--- config.mk ---
export PLATFORM = sky130hd
export DESIGN_NAME = sys_ctrl_fsm_flat
export DESIGN_NICKNAME = d
export VERILOG_FILES = /design/src/rtl/sys_ctrl_fsm_pkg.sv /design/src/rtl/sys_ctrl_fsm_if.sv /design/src/rtl/sys_ctrl_fsm_key_edge_det.sv /design/src/rtl/sys_ctrl_fsm.sv /design/src/flat_wrapper.sv
export SDC_FILE = /design/constraint.sdc
export NUM_CORES = 1
export LEC_CHECK = 0
export CORE_UTILIZATION = 33
export CTS_BUF_LIST = sky130_fd_sc_hd__clkbuf_4 sky130_fd_sc_hd__clkbuf_8
export CTS_CLUSTER_DIAMETER = 50
export DETAILED_ROUTE_END_ITERATION = 16
export PLACE_DENSITY_LB_ADDON = 0.25
export SYNTH_ARGS = -nofsm -noshare
export SYNTH_HDL_FRONTEND = slang
export SYNTH_SLANG_ARGS = --single-unit
--- constraint.sdc ---
create_clock -name clk -period 5.6 [get_ports clk]
set_input_delay 1.12 -clock clk [delete_from_list [all_inputs] [get_ports clk]]
set_output_delay 1.12 -clock clk [all_outputs]
set_load 0.005 [all_outputs]
--- src/rtl/sys_ctrl_fsm_pkg.sv ---
// Shared types and constants for the system control FSM: CPU control states,
// stop-cause and mode codes, and the probe ROM end marker.
package sys_ctrl_fsm_pkg;

  typedef enum logic [1:0] {
    COM_RST = 2'b00,
    COM_RUN = 2'b01,
    COM_STP = 2'b10
  } com_state_e;

  typedef enum logic [2:0] {
    CAUSE_NONE   = 3'd0,
    CAUSE_SINGLE = 3'd1,
    CAUSE_STEP   = 3'd2,
    CAUSE_INTR   = 3'd3,
    CAUSE_HALT   = 3'd4,
    CAUSE_BREAK  = 3'd5
  } stop_cause_e;

  typedef enum logic [1:0] {
    MODE_FREE   = 2'd0,
    MODE_INTR   = 2'd1,
    MODE_SINGLE = 2'd2,
    MODE_STEP   = 2'd3
  } run_mode_e;

  localparam logic [3:0] MEM_END = 4'hF;

endpackage

--- src/rtl/sys_ctrl_fsm_if.sv ---
// CPU and probe-ROM side signals of the system control FSM.
// master = the control FSM, slave = the CPU core / probe ROM side.
interface sys_ctrl_fsm_if #(
  parameter int ADDR_W  = 12,
  parameter int PROBE_W = 32,
  parameter int STEP_W  = 8
);
  import sys_ctrl_fsm_pkg::*;

  logic               insn_end;
  logic               intr_detected;
  logic               halted;
  logic [ADDR_W-1:0]  pc;
  logic [ADDR_W-1:0]  bp_addr;
  logic               bp_en;
  logic [PROBE_W-1:0] probe_info;
  com_state_e         cpu_state;
  logic [ADDR_W-1:0]  com_addr_reg;
  logic [ADDR_W-1:0]  probe_idx;
  logic [STEP_W-1:0]  run_cnt;
  logic [2:0]         stop_cause;

  modport master (
    input  insn_end, intr_detected, halted, pc, bp_addr, bp_en, probe_info,
    output cpu_state, com_addr_reg, probe_idx, run_cnt, stop_cause
  );

  modport slave (
    output insn_end, intr_detected, halted, pc, bp_addr, bp_en, probe_info,
    input  cpu_state, com_addr_reg, probe_idx, run_cnt, stop_cause
  );

endinterface

--- src/rtl/sys_ctrl_fsm_key_edge_det.sv ---
// Two-flop synchroniser and falling-edge pulse generator for active-low keys.
// Registers reset to 0 so a key held down through reset produces no edge.
module key_edge_det #(
  parameter int N_KEYS = 4
) (
  input  logic              clk,
  input  logic              reset,
  input  logic [N_KEYS-1:0] key_n,
  output logic [N_KEYS-1:0] fall
);

  logic [N_KEYS-1:0] sync1, sync2, prev;

  always_ff @(posedge clk) begin
    if (reset) begin
      sync1 <= '0;
      sync2 <= '0;
      prev  <= '0;
    end else begin
      sync1 <= key_n;
      sync2 <= sync1;
      prev  <= sync2;
    end
  end

  // Pulse is combinational off the registers so the FSM acts on the 3rd edge.
  assign fall = prev & ~sync2;

endmodule

--- src/rtl/sys_ctrl_fsm.sv ---
// System control FSM: pushbutton run/stop/reset control, step/breakpoint stop
// conditions and the stop-mode address browser. Breakpoint: SYS_BREAKPOINT_EN.
module sys_ctrl_fsm
  import sys_ctrl_fsm_pkg::*;
#(
  parameter int ADDR_W  = 12,
  parameter int PROBE_W = 32,
  parameter int STEP_W  = 8
) (
  input  logic              clk,
  input  logic              reset,
  input  logic [3:0]        KEY,
  input  logic [1:0]        mode,
  input  logic [STEP_W-1:0] step_count,
  sys_ctrl_fsm_if.master    bus
);

  logic [3:0]        kp;
  com_state_e        state;
  stop_cause_e       cause;
  stop_cause_e       stop_code;
  logic              stop_hit;
  logic              bp_hit;
  logic [ADDR_W-1:0] addr_reg;
  logic [ADDR_W-1:0] idx_reg;
  logic [STEP_W-1:0] cnt_reg;
  logic [STEP_W-1:0] step_load;
  logic [3:0]        probe_hdr;
  logic [ADDR_W-1:0] probe_addr;
  logic              unused_probe;

  key_edge_det #(.N_KEYS(4)) u_key_edge_det (
    .clk   (clk),
    .reset (reset),
    .key_n (KEY),
    .fall  (kp)
  );

`ifdef SYS_BREAKPOINT_EN
  // PC is compared after the instruction completes, so the CPU stops before it.
  assign bp_hit = bus.bp_en & bus.insn_end & (bus.pc == bus.bp_addr);
`else
  logic unused_bp;
  assign unused_bp = ^{bus.pc, bus.bp_addr, bus.bp_en};
  assign bp_hit    = 1'b0;
`endif

  assign step_load    = (step_count == '0) ? STEP_W'(1) : step_count;
  assign probe_hdr    = bus.probe_info[PROBE_W-1 -: 4];
  assign probe_addr   = bus.probe_info[PROBE_W-5 -: ADDR_W];
  assign unused_probe = ^bus.probe_info[PROBE_W-5-ADDR_W:0];

  always_comb begin
    stop_hit  = 1'b1;
    stop_code = CAUSE_NONE;
    if (bp_hit)
      stop_code = CAUSE_BREAK;
    else if (bus.halted && kp[1])
      stop_code = CAUSE_HALT;
    else if (mode == MODE_INTR && bus.intr_detected)
      stop_code = CAUSE_INTR;
    else if (mode == MODE_STEP && bus.insn_end && cnt_reg == STEP_W'(1))
      stop_code = CAUSE_STEP;
    else if (mode == MODE_SINGLE)
      stop_code = CAUSE_SINGLE;
    else
      stop_hit = 1'b0;
  end

  always_ff @(posedge clk) begin
    if (reset) begin
      state    <= COM_RST;
      cause    <= CAUSE_NONE;
      addr_reg <= '0;
      idx_reg  <= '0;
      cnt_reg  <= STEP_W'(1);
    end else begin
      unique case (state)
        COM_RST: begin
          addr_reg <= '0;
          idx_reg  <= '0;
          if (kp[0]) begin
            state   <= COM_RUN;
            cnt_reg <= step_load;
          end else if (kp[1]) begin
            state <= COM_STP;
          end
        end

        COM_RUN: begin
          if (mode == MODE_STEP && bus.insn_end && cnt_reg > STEP_W'(1))
            cnt_reg <= cnt_reg - STEP_W'(1);
          if (kp[0]) begin
            state    <= COM_RST;
            cause    <= CAUSE_NONE;
            addr_reg <= '0;
            idx_reg  <= '0;
          end else if (stop_hit) begin
            state <= COM_STP;
            cause <= stop_code;
          end
        end

        COM_STP: begin
          if (kp[0]) begin
            state    <= COM_RST;
            cause    <= CAUSE_NONE;
            addr_reg <= '0;
            idx_reg  <= '0;
          end else begin
            if (kp[1]) begin
              state   <= COM_RUN;
              cnt_reg <= step_load;
            end
            // Halted CPU browses the probe ROM; otherwise a manual counter.
            if (bus.halted) begin
              addr_reg <= probe_addr;
              if (kp[2] || probe_hdr == MEM_END)
                idx_reg <= '0;
              else if (kp[3])
                idx_reg <= idx_reg + ADDR_W'(1);
            end else begin
              if (kp[2])
                addr_reg <= '0;
              else if (kp[3])
                addr_reg <= addr_reg + ADDR_W'(1);
            end
          end
        end

        default: state <= COM_RST;
      endcase
    end
  end

  assign bus.cpu_state    = state;
  assign bus.stop_cause   = cause;
  assign bus.com_addr_reg = addr_reg;
  assign bus.probe_idx    = idx_reg;
  assign bus.run_cnt      = cnt_reg;

endmodule

--- src/flat_wrapper.sv ---
// flat-port wrapper written by rule: the top's interface ports become plain ports
module sys_ctrl_fsm_flat import sys_ctrl_fsm_pkg::*;
#(
  parameter int ADDR_W  = 12,
  parameter int PROBE_W = 32,
  parameter int STEP_W  = 8
)
  (clk, reset, KEY, mode, step_count, bus_insn_end, bus_intr_detected, bus_halted, bus_pc, bus_bp_addr, bus_bp_en, bus_probe_info, bus_cpu_state, bus_com_addr_reg, bus_probe_idx, bus_run_cnt, bus_stop_cause);
  sys_ctrl_fsm_if #(.ADDR_W(ADDR_W), .PROBE_W(PROBE_W), .STEP_W(STEP_W)) bus_i ();
  input  logic clk;
  input  logic reset;
  input  logic [3:0] KEY;
  input  logic [1:0] mode;
  input  logic [STEP_W-1:0] step_count;
  input wire logic [$bits(bus_i.insn_end)-1:0] bus_insn_end;
  input wire logic [$bits(bus_i.intr_detected)-1:0] bus_intr_detected;
  input wire logic [$bits(bus_i.halted)-1:0] bus_halted;
  input wire logic [$bits(bus_i.pc)-1:0] bus_pc;
  input wire logic [$bits(bus_i.bp_addr)-1:0] bus_bp_addr;
  input wire logic [$bits(bus_i.bp_en)-1:0] bus_bp_en;
  input wire logic [$bits(bus_i.probe_info)-1:0] bus_probe_info;
  output wire logic [$bits(bus_i.cpu_state)-1:0] bus_cpu_state;
  output wire logic [$bits(bus_i.com_addr_reg)-1:0] bus_com_addr_reg;
  output wire logic [$bits(bus_i.probe_idx)-1:0] bus_probe_idx;
  output wire logic [$bits(bus_i.run_cnt)-1:0] bus_run_cnt;
  output wire logic [$bits(bus_i.stop_cause)-1:0] bus_stop_cause;
  assign bus_i.insn_end = bus_insn_end;
  assign bus_i.intr_detected = bus_intr_detected;
  assign bus_i.halted = bus_halted;
  assign bus_i.pc = bus_pc;
  assign bus_i.bp_addr = bus_bp_addr;
  assign bus_i.bp_en = bus_bp_en;
  assign bus_i.probe_info = bus_probe_info;
  assign bus_cpu_state = bus_i.cpu_state;
  assign bus_com_addr_reg = bus_i.com_addr_reg;
  assign bus_probe_idx = bus_i.probe_idx;
  assign bus_run_cnt = bus_i.run_cnt;
  assign bus_stop_cause = bus_i.stop_cause;
  sys_ctrl_fsm #(.ADDR_W(ADDR_W), .PROBE_W(PROBE_W), .STEP_W(STEP_W)) u_core (.clk(clk), .reset(reset), .KEY(KEY), .mode(mode), .step_count(step_count), .bus(bus_i));
endmodule
==> metrics.csv, run 1 <==
metric;value;unit
status;finished, final reports clean;
endpoint_kind;flip-flop;
portBuffers;71;
tns;0;ns
clk-insertion-delay-late;0.30;ns
io_pins;113;
routedWlPerCell;14.0;um
synth_top_area_share;36.8;%
leakagePower;0.00122;uW
max_freq;301;MHz
first_iter_violations;140;
area_delta_synth_final;32.4;%
crit_buf_inv;1;
comb_power_share;37.0;%
cap_viol_max_count;0;
finalClockSkew;0.00480;ns
cts_made_buffers;5;
fp.dieH;91.9;um
yosysSeqAreaShare;36.8;%
path_max_fanout;11;
worst_pin_slew;1.01;ns
rsz0062_at_grt;false;
place_congestion;0.882;
die_x;91.9;um
die_area;8450;um2
diodes;0;
antenna_found_initial;0;
cts.reportedPaths.clkPinSlew;0.09;ns
path_cells;clkdlybuf4s50_1 -> nor2b_1 -> o22ai_1 -> o21ai_0 -> or3_1 -> a21oi_1;
seqPwrFrac;39.3;%
layout.nets;477;
yosysTopAreaCell;dfxtp_1;
synthFlopType;dfxtp_1;
p_total;1130;uW
placed_cells;488;
irDropWorstVdd;0.000137;V
drt-pass1-iter-count;4;
coreArea;7770;um2
drt-total-wl;6940;um
power_density;321;nW/um2
finalCritPeriodShare;59.4;%
synthArstFlopShare;0;%
synth_cell_types;53;
hpwl;4950;um
switching_share;35.7;%
hp-class;flip-flop to flip-flop;
yosysWarnings;0;
cts_setup_buffers;0;
ant_nets;0;
required;5.83;ns
fin_util;45.5;%
power.internal;729;uW
startpoint_type;input port;
slew_violations;0;
most-common-layout-cells;71 x clkdlybuf4s50_1, 49 x dfxtp_1, 36 x nor2_1;
synthTopCellsByArea;dfxtp_1 37%, nor2_1 5.1%, nand2_1 4.2%;
grt_max_degree;34;
arrival;3.56;ns
holdBufCountCts;0;
setup_viol;0;
instances_no_fill;496;
root_buffer;clkbuf_8;
synth_edf_count;0;
hold_viol;0;
clkPwrFrac;23.6;%
final_common_cell;clkdlybuf4s50_1;
cpPeakStageDelay;0.74;ns
grt_pass1_wl;11500;um
cts_tree;built;
min_period;3.33;ns
drive_gt1_share;4.57;%
syn_area;2670;um2
netlist_instances;329;
drc;0;
synth_seq_cells;49;
via_count;2675;
first_global_vias;2427;
ctsLongestPathBuffers;2;
synth_area_per_cell;8.11;um2
syn_nets;413;
start_util;34.4;%
slew_headroom;32.3;%
ctsResizeCount;0;
cpLargestDelayFamily;compound AO/OA/AOI/OAI gates;
globalRouteTotalUtil;16.5;%
num_rows;32;
overflow;0;
htree_levels;2;
vias_per_cell;5.39;
fill_cells;787;
critPathKind;input port to flip-flop;
crit_slowest_cell;clkdlybuf4s50_1;
cts.sinks;49;
p_sw;405;uW
==> layer usage <==
metal / up-vias / share of wire (%) / GRT usage [%]
li1: 1338 / - / -
met1: 1249 / 49 / 22.6
met2: 79 / 45 / 26.1
met3: 9 / 5.3 / 3.15
met4: 0 / 1.3 / 5.34
met5: - / 0 / 0
==> layout make-up <==
cell class | instances | area, um2 | share of cell area, %
clock inverter | 1 | 30.0 | 0.850
sequential | 49 | 981 | 27.8
inverter | 9 | 33.8 | 0.956
timing repair buffer | 72 | 718 | 20.3
clock buffer | 7 | 90.1 | 2.55
tap | 102 | 128 | 3.61
multi-input combinational | 256 | 1550 | 43.9
==> power by group through the flow <==
stage	Combinational (uW)	Clock [uW]	Sequential, uW
2_1_floorplan	265	0	442
3_3_place_gp	409	0	452
3_5_place_dp	414	0	452
4_1_cts	416	274	444
5_1_grt	460	291	452
6_report	420	268	446
==> stage by stage <==
stage          hold slack, ns  area, um2  setup WS [ns]
2_1_floorplan           0.414       2670           3.14
3_3_place_gp            0.419       3410           1.94
3_5_place_dp            0.428       3410           1.94
4_1_cts                 0.445       3530           2.25
5_1_grt                 0.461       3530           2.07
6_report                0.442       3530           2.27
==> cell families (layout without fill, tap and decap cells) <==
logic type	Yosys count	count (layout)	synth area share, %
xor gates and xnor gates	11	11	3.61
DFF	49	49	36.8
buffers and inverters	24	89	5.06
AOI/OAI and AO/OA	83	83	21.0
muxes	2	2	0.750
and+or+nand+nor	152	152	29.1
adders and majority gates	8	8	3.75
==> worst paths after layout <==
| path | to | start | cells past startpoint | slack, ns |
|---|---|---|---|---|
| hold / removal | u_core.u_key_edge_det.sync2[2]$_SDFF_PP0_ | u_core.u_key_edge_det.sync1[2]$_SDFF_PP0_ | 1 | 0.44 |
| setup / recovery | u_core.bus.probe_idx[11]$_SDFFE_PP0P_ | bus_halted | 6 | 2.27 |
| setup reg to reg | u_core.bus.probe_idx[11]$_SDFFE_PP0P_ | u_core.bus.cpu_state[1]$_SDFFE_PP0P_ | 7 | 2.69 |
| hold reg to reg | u_core.u_key_edge_det.sync2[2]$_SDFF_PP0_ | u_core.u_key_edge_det.sync1[2]$_SDFF_PP0_ | 1 | 0.44 |
==> synth_stat cells, types with 2 or more instances <==
| library cell | instances |
|---|---|
| a41oi_1 | 2 |
| or4_1 | 2 |
| xnor2_1 | 3 |
| buf_6 | 2 |
| nor2_1 | 36 |
| and2_1 | 3 |
| a22oi_1 | 7 |
| dlygate4sd1_1 | 2 |
| clkbuf_1 | 9 |
| a21o_1 | 2 |
| o22ai_1 | 2 |
| nor2b_1 | 15 |
| o211ai_1 | 8 |
| and3_1 | 7 |
| o2111ai_1 | 3 |
| nand3b_1 | 2 |
| dfxtp_1 | 49 |
| a21oi_2 | 2 |
| inv_1 | 9 |
| or2_2 | 2 |
| nand4_1 | 9 |
| nand2b_1 | 3 |
| o311ai_0 | 2 |
| xor2_1 | 8 |
| clkbuf_8 | 2 |
| or3_1 | 3 |
| a21oi_1 | 18 |
| nor3_1 | 11 |
| mux2i_1 | 2 |
| o21ai_0 | 18 |
| nand2_1 | 30 |
| nor4_1 | 7 |
| nor3b_1 | 2 |
| a31oi_1 | 2 |
| nor4b_1 | 2 |
| o32ai_1 | 5 |
| a211oi_1 | 2 |
| ha_1 | 8 |
| nand3_1 | 14 |
Note: power is estimated with default switching activity, not from simulation.
==> run 2, diff against run 1 <==
clock period = 3.4 ns   (was 5.6 ns; I/O delays follow)
==> run 2 against run 1 <==
Effect of this change: critical path depth increased by 1; via count fell by 1.6%; clock power grew 31%; non-clock buffer count grew 2; first-iteration DRC count grew 28%; power increased by 57%; flip-flop and latch count unchanged; highest routed layer unchanged.
==> metrics.csv, run 2 (synthesis results as in run 1) <==
metric;value;unit;change
ctsLongestPathBuffers;2;;unchanged
cpLargestDelayFamily;simple AND/OR/NAND/NOR gates;;
drt-pass1-iter-count;4;;unchanged
grt_max_degree;33;;-2.9%
register_area;981;um2;unchanged
leakagePower;0.00121;uW;-0.72%
via_count;2632;;-1.6%
die_area;8450;um2;unchanged
crit_slowest_cell;dfxtp_1;;
cap_viol_max_count;0;;unchanged
layout.nets;479;;+0.42%
path_max_fanout;15;;+4
htree_levels;2;;unchanged
max_freq;397;MHz;
fill_cells;794;;+0.89%
hold_viol;0;;unchanged
slew_headroom;49.9;%;+18 points
portBuffers;71;;unchanged
place_congestion;0.866;;-1.8%
diodes;0;;unchanged
ant_nets;0;;unchanged
root_buffer;clkbuf_8;;
drt-total-wl;6960;um;+0.37%
path_cells;inv_1 -> ha_1 -> or2_2 -> o22ai_1 -> o21ai_0 -> or3_1 -> a21oi_1;;
tns;0;ns;unchanged
arrival;2.75;ns;-0.81 ns
power_density;506;nW/um2;+58%
cts.sinks;49;;unchanged
drive_gt1_share;4.81;%;+0.24 points
endpoint_kind;flip-flop;;
cts_made_buffers;5;;unchanged
critPathKind;flip-flop to flip-flop;;
antenna_found_initial;0;;unchanged
status;finished, final reports clean;;
fp.dieH;91.9;um;unchanged
cts_tree;built;;
num_rows;32;;unchanged
cts_setup_buffers;0;;unchanged
first_iter_violations;179;;+28%
grt_pass1_wl;11600;um;+1.3%
globalRouteTotalUtil;17.0;%;+0.45 points
first_global_vias;2447;;+0.82%
clk-insertion-delay-late;0.30;ns;about the same
startpoint_type;flip-flop;;
crit_buf_inv;1;;unchanged
rsz0062_at_grt;false;;
io_pins;113;;unchanged
multi_input_area;1550;um2;unchanged
min_period;2.52;ns;
finalClockSkew;0.00942;ns;+0.00462 ns
holdBufCountCts;0;;unchanged
required;3.63;ns;-2.20 ns
slew_violations;0;;unchanged
drc;0;;unchanged
cpPeakStageDelay;0.42;ns;-0.32 ns
setup_viol;0;;unchanged
hp-class;flip-flop to flip-flop;;
ctsResizeCount;0;;unchanged
die_x;91.9;um;unchanged
start_util;34.4;%;unchanged
final_common_cell;clkdlybuf4s50_1;;
p_total;1780;uW;+57%
hpwl;5160;um;+4.2%
worst_pin_slew;0.742;ns;-0.266 ns
finalCritPeriodShare;74.1;%;
routedWlPerCell;14.0;um;+0.17%
vias_per_cell;5.30;;-1.8%
coreArea;7770;um2;unchanged
area_delta_synth_final;31.8;%;
irDropWorstVdd;0.000224;V;+63%
cts.reportedPaths.clkPinSlew;0.08;ns;about the same
most-common-layout-cells;71 x clkdlybuf4s50_1, 49 x dfxtp_1, 36 x nor2_1;;
overflow;0;;unchanged
==> run 2: changes by cell type in the layout (fill, tap and decap cells not counted), sizes merged <==
cell,previous run,this run
buf,1,3
bufinv,1,0
clkbuf,7,6
clkinvlp,0,1
==> run 2: stage by stage <==
stage	hold WS, ns	utilization [%]	setup slack (ns)	area [um2]	instances
after detailed placement	0.426	44.1	0.569	3430	490
after floorplan	0.414	-	1.38	2670	329
after CTS	0.448	45.3	0.868	3520	497
after global placement	0.418	44.1	0.608	3430	490
after global routing	0.468	45.3	0.662	3520	497
final	0.443	45.3	0.881	3520	497
==> run 2: final cells by class <==
class | instances | share of cell area [%]
inverter | 9 | 0.960
clock inverter | 1 | 0.213
sequential | 49 | 27.9
tap | 102 | 3.63
multi-input combinational | 256 | 44.1
timing repair buffer | 74 | 20.8
clock buffer | 6 | 2.35
==> run 2: layer usage <==
layer  routed length, um  GRT usage [%]
met1                3280           22.3
met3                 369           3.65
met4                  97           5.08
met5                   0              0
met2                3220           27.9
==> run 2: final timing paths <==
| path | startpoint | endpoint | slack, ns | cells after the start |
|---|---|---|---|---|
| setup / recovery | u_core.bus.cpu_state[1]$_SDFFE_PP0P_ | u_core.bus.probe_idx[11]$_SDFFE_PP0P_ | 0.88 | 7 |
| hold / removal | u_core.u_key_edge_det.sync1[3]$_SDFF_PP0_ | u_core.u_key_edge_det.sync2[3]$_SDFF_PP0_ | 0.44 | 1 |
| setup reg to reg | u_core.bus.cpu_state[1]$_SDFFE_PP0P_ | u_core.bus.probe_idx[11]$_SDFFE_PP0P_ | 0.88 | 7 |
| hold reg to reg | u_core.u_key_edge_det.sync1[3]$_SDFF_PP0_ | u_core.u_key_edge_det.sync2[3]$_SDFF_PP0_ | 0.44 | 1 |
==> run 2: where the power goes <==
part / leakage [uW] / internal (uW) / switching (uW)
clock network: 0.0000433 / 161 / 190
registers: 0.000398 / 642 / 90.1
logic: 0.000773 / 320 / 377
total: 0.00121 / 1120 / 657
==> run 2: worst reg2reg max path: stages, from the launching register on <==
cell and delay, ns:
dfxtp_1 0.42, inv_1 0.09, ha_1 0.37, or2_2 0.39
o22ai_1 0.33, o21ai_0 0.31, or3_1 0.41, a21oi_1 0.14
==> run 3, diff against run 2 <==
clock period = 2 ns   (was 3.4 ns; I/O delays follow)
==> run 3 against run 2 <==
Effect of this change: setup slack got worse by 0.79 ns; sequential power increased by 64%; power increased by 100%; hold slack improved by 0.0042 ns; non-clock buffer count increased by 41; register-to-register slack got worse by 0.79 ns; largest cell class unchanged.
==> metrics.csv, run 3 (synthesis results as in run 1) <==
metric;value;unit;change
drive_gt1_share;15.6;%;+11 points
holdBufCountCts;0;;unchanged
vias_per_cell;5.15;;-2.7%
layout.nets;520;;+8.6%
min_period;1.91;ns;-0.607 ns
drt-total-wl;7410;um;+6.4%
drt-pass1-iter-count;4;;unchanged
drc;0;;unchanged
htree_levels;2;;unchanged
diodes;0;;unchanged
fp.dieH;91.9;um;unchanged
slew_headroom;72.6;%;+23 points
worst_pin_slew;0.410;ns;-0.331 ns
leakagePower;0.00144;uW;+19%
arrival;2.11;ns;-0.64 ns
fill_cells;778;;-2.0%
path_max_fanout;3;;-12
antenna_found_initial;0;;unchanged
endpoint_kind;flip-flop;;
area_delta_synth_final;46.2;%;
portBuffers;71;;unchanged
root_buffer;clkbuf_8;;
start_util;34.4;%;unchanged
ant_nets;0;;unchanged
status;finished, final reports clean;;
placed_cells;529;;+8.0%
irDropWorstVdd;0.000380;V;+70%
rsz0062_at_grt;false;;
overflow;0;;unchanged
io_pins;113;;unchanged
hp-class;flip-flop to flip-flop;;
cts_tree;built;;
most-common-layout-cells;71 x clkdlybuf4s50_1, 49 x dfxtp_1, 43 x buf_4;;
place_congestion;0.870;;+0.36%
setup_viol;0;;unchanged
startpoint_type;flip-flop;;
max_freq;523;MHz;+32%
hold_ws;0.447;ns;+0.00415 ns
fin_util;50.2;%;+4.9 points
power_density;914;nW/um2;+81%
num_rows;32;;unchanged
tns;0;ns;unchanged
via_count;2777;;+5.5%
cts.reportedPaths.clkPinSlew;0.10;ns;+0.02 ns
cts_made_buffers;5;;unchanged
instances_no_fill;539;;+8.5%
ctsLongestPathBuffers;2;;unchanged
first_iter_violations;138;;-23%
grt_max_degree;19;;-42%
coreArea;7770;um2;unchanged
stdcell_area;3900;um2;+11%
die_area;8450;um2;unchanged
final_common_cell;clkdlybuf4s50_1;;
finalClockSkew;0.00736;ns;-0.00206 ns
hold_viol;0;;unchanged
clk-insertion-delay-late;0.31;ns;about the same
slew_violations;0;;unchanged
routedWlPerCell;13.7;um;-1.9%
die_x;91.9;um;unchanged
hpwl;5630;um;+9.0%
grt_pass1_wl;12300;um;+6.2%
first_global_vias;2588;;+5.8%
finalCritPeriodShare;95.6;%;+22 points
cap_viol_max_count;0;;unchanged
required;2.20;ns;-1.43 ns
cts.sinks;49;;unchanged
dpl_cell_area;3720;um2;+8.5%
critPathKind;flip-flop to flip-flop;;
globalRouteTotalUtil;18.2;%;+1.2 points
[run 3: routing by layer]
layer / global-route usage, % / part of all wire, % / vias up
met2: 28.9 / 45 / 86
met3: 3.07 / 4.7 / 12
met1: 24.7 / 48 / 1260
met5: 0 / 0 / -
li1: - / - / 1419
met4: 6.51 / 1.7 / 0
[run 3: path summary, 6_finish.rpt]
kind                                        startpoint                                   endpoint  slack [ns]  depth (start not counted)
max                 u_core.bus.run_cnt[2]$_SDFFE_PP0P_         u_core.bus.run_cnt[5]$_SDFFE_PP0P_        0.09                          6
min          u_core.u_key_edge_det.sync1[1]$_SDFF_PP0_  u_core.u_key_edge_det.sync2[1]$_SDFF_PP0_        0.45                          1
min reg2reg  u_core.u_key_edge_det.sync1[1]$_SDFF_PP0_  u_core.u_key_edge_det.sync2[1]$_SDFF_PP0_        0.45                          1
max reg2reg         u_core.bus.run_cnt[2]$_SDFFE_PP0P_         u_core.bus.run_cnt[5]$_SDFFE_PP0P_        0.09                          6
[run 3: power breakdown]
part / internal [uW] / total [uW] / switching [uW]
Combinational: 846 / 1640 / 797
Sequential: 1090 / 1200 / 107
Clock: 375 / 724 / 350
[run 3: per-stage QoR]
| step | power (uW) | setup slack [ns] |
|---|---|---|
| 2_1_floorplan | 1980 | 0.0342 |
| 3_3_place_gp | 2760 | -0.115 |
| 3_5_place_dp | 2780 | -0.132 |
| 4_1_cts | 3560 | 0.00343 |
| 5_1_grt | 3830 | 0.00142 |
| 6_report | 3570 | 0.0878 |
[run 3: critical path, cell delays in order, from the launching register on]
cell and delay (ns):
dfxtp_1 0.32, or4_1 0.55, o41a_1 0.40, o211ai_4 0.23, buf_4 0.16, or2_2 0.11
a21oi_2 0.04
[run 3: cell type report]
cell class / count / area, um2 / area share [%]
Inverter: 9 / 33.8 / 0.866
Tap cell: 102 / 128 / 3.27
Sequential cell: 49 / 981 / 25.1
Clock inverter: 3 / 46.3 / 1.19
Multi-Input combinational cell: 256 / 1600 / 41.0
Timing Repair Buffer: 115 / 1040 / 26.8
Clock buffer: 5 / 68.8 / 1.76
[run 3: repair_timing]
| item | in CTS | in global routing |
|---|---|---|
| gates resized for setup | 2 | 10 |
| pin swaps | 1 | 2 |
| setup buffers | 2 | 0 |
| endpoints found under the setup margin | 7 | 21 |
| hold endpoints to repair | 0 | 0 |
==> RTL change, RTL diff (flow settings as in run 3) <==
Build with the macro `SYS_BREAKPOINT_EN` defined.
--- a/src/rtl/sys_ctrl_fsm.sv
+++ b/src/rtl/sys_ctrl_fsm.sv
@@ -1,5 +1,7 @@
 // System control FSM: pushbutton run/stop/reset control, step/breakpoint stop
 // conditions and the stop-mode address browser. Breakpoint: SYS_BREAKPOINT_EN.
+`define SYS_BREAKPOINT_EN
+
 module sys_ctrl_fsm
   import sys_ctrl_fsm_pkg::*;
 #(
Formal check against the unedited RTL: not equivalent (a bounded check fails within 10 cycles, from zero or initial values and one cycle with reset high).
==> RTL change against run 3 <==
Wire length rose by 4.3%. Sequential share of layout area shrank 2.0 points. Fmax increased by 0.83%. Cell area is 8.9% higher. Count of clock-buffer cells in the layout is 2 higher. Die area up 4.3%. Sequential power fell by 3%. Synthesized cell count grew 4.0%. Register-to-register slack improved by 20 ps. Worst setup slack improved by 16 ps. Total power shrank 1.4%. Area after synthesis up 4.4%. Sequential cell count stayed put. Critical path type is now input pin to flop.
==> RTL change: results (changes against run 3) <==
| Metric | Value |
|---|---|
| Worst VDD drop | `0.000309 V (-19%)` |
| Worst-path fanout max | `5 (+2)` |
| DP Cell Count | `571 (+7.9%)` |
| Non-CTS inverters | `11 (+2)` |
| Sequential cell area share | `0.231 (-0.0201)` |
| Status | `completed` |
| Fillers | `786 (+1.0%)` |
| Buffers on Ports | `96 (+35%)` |
| Net switching fraction of the power | `0.340 (-0.0119)` |
| Largest net degree at the start of global routing | `24 (+5)` |
| All-layer global routing usage | `0.180 (-0.00136)` |
| Area Overhead vs Synth | `52.7%` |
| WL per Instance | `13.3 um (-3.1%)` |
| Nets | `559 (+7.5%)` |
| LEAKAGE | `1.60 nW (+11%)` |
| HPWL Detailed | `6.00 mm (+6.6%)` |
| Clock buffer count | `7 (+2)` |
| Initial DRC count | `140 (+1.4%)` |
| Multi-input logic area | `1740 um^2 (+8.5%)` |
| Buffering overhead | `0.291 (+0.0236)` |
| Max-slew headroom at the worst pin | `0.654 (-0.0726)` |
| Reg-to-Reg End | `u_core.bus.probe_idx[9]$_SDFFE_PP0P_` |
| Final Skew | `7.59 ps (+0.234 ps)` |
| Worst hold slack | `442 ps (-4.49 ps)` |
| Post-synthesis sequential area ratio | `0.352 (-0.0154)` |
| Multi-input gates | `274 (+7.0%)` |
| CP peak stage delay | `410 ps (-140 ps)` |
| Fraction of layout cells with a size suffix above 1 | `0.124 (-0.0314)` |
| Layout clock area frac | `0.0283 (-0.00124)` |
| Seq cells | `49 (unchanged)` |
| Top post-synthesis cells by area | `dfxtp_1 35%, xor2_1 5.0%, nand2_1 4.9%` |
| Bufs w/o clock | `133 (+16%)` |
| Clock transition at the registers of the reported paths | `80 ps (-20 ps)` |
| Critical-path top delay cell | `clkdlybuf4s50_1` |
| Pre-CTS WS | `-244 ps (-112 ps)` |
| Via/cell ratio | `5.08 (-1.5%)` |
| Worst Path Arrival | `2140 ps (+30 ps)` |
[RTL change: kinds of logic after synthesis]
kind of cell    Yosys count  synth area share
simple gates            143             0.265
compound gates           98             0.236
flops                    49             0.352
buf+inv                  20            0.0310
xor+xnor                 18            0.0566
fa+ha+maj                 9            0.0404
mux                       5            0.0184
[RTL change: per-layer routing]
| metal | wire [um] | global-route usage | up-vias |
|---|---|---|---|
| li1 | - | - | 1518 |
| met1 | 3650 | 0.243 | 1364 |
| met2 | 3700 | 0.295 | 56 |
| met3 | 301 | 0.0356 | 6 |
| met4 | 75 | 0.0397 | 0 |
| met5 | 0 | 0 | - |
[RTL change: power by group through the flow]
stage                     clock [mW]  combinational (mW)  sequential [mW]
after global routing           0.821                1.77             1.18
after floorplan                    0               0.854             1.18
after global placement             0                1.54             1.17
after CTS                      0.780                1.58             1.16
after detailed placement           0                1.57             1.18
final                          0.748                1.61             1.16
[RTL change: how the worst max path moves through the flow]
stage / startpoint / end / slack (ps) / cells after the start
detailed placement: bus_bp_addr[1] / u_core.bus.cpu_state[0]$_SDFFE_PP0P_ / -240 / 7
finish: bus_bp_addr[1] / u_core.bus.cpu_state[0]$_SDFFE_PP0P_ / 100 / 7
CTS: u_core.bus.cpu_state[0]$_SDFFE_PP0P_ / u_core.bus.probe_idx[9]$_SDFFE_PP0P_ / 50 / 8
global route: u_core.bus.cpu_state[1]$_SDFFE_PP0P_ / u_core.bus.probe_idx[9]$_SDFFE_PP0P_ / -30 / 7
floorplan: u_core.bus.cpu_state[0]$_SDFFE_PP0P_ / u_core.bus.probe_idx[11]$_SDFFE_PP0P_ / 80 / 7
global placement: bus_bp_addr[1] / u_core.bus.cpu_state[0]$_SDFFE_PP0P_ / -190 / 7
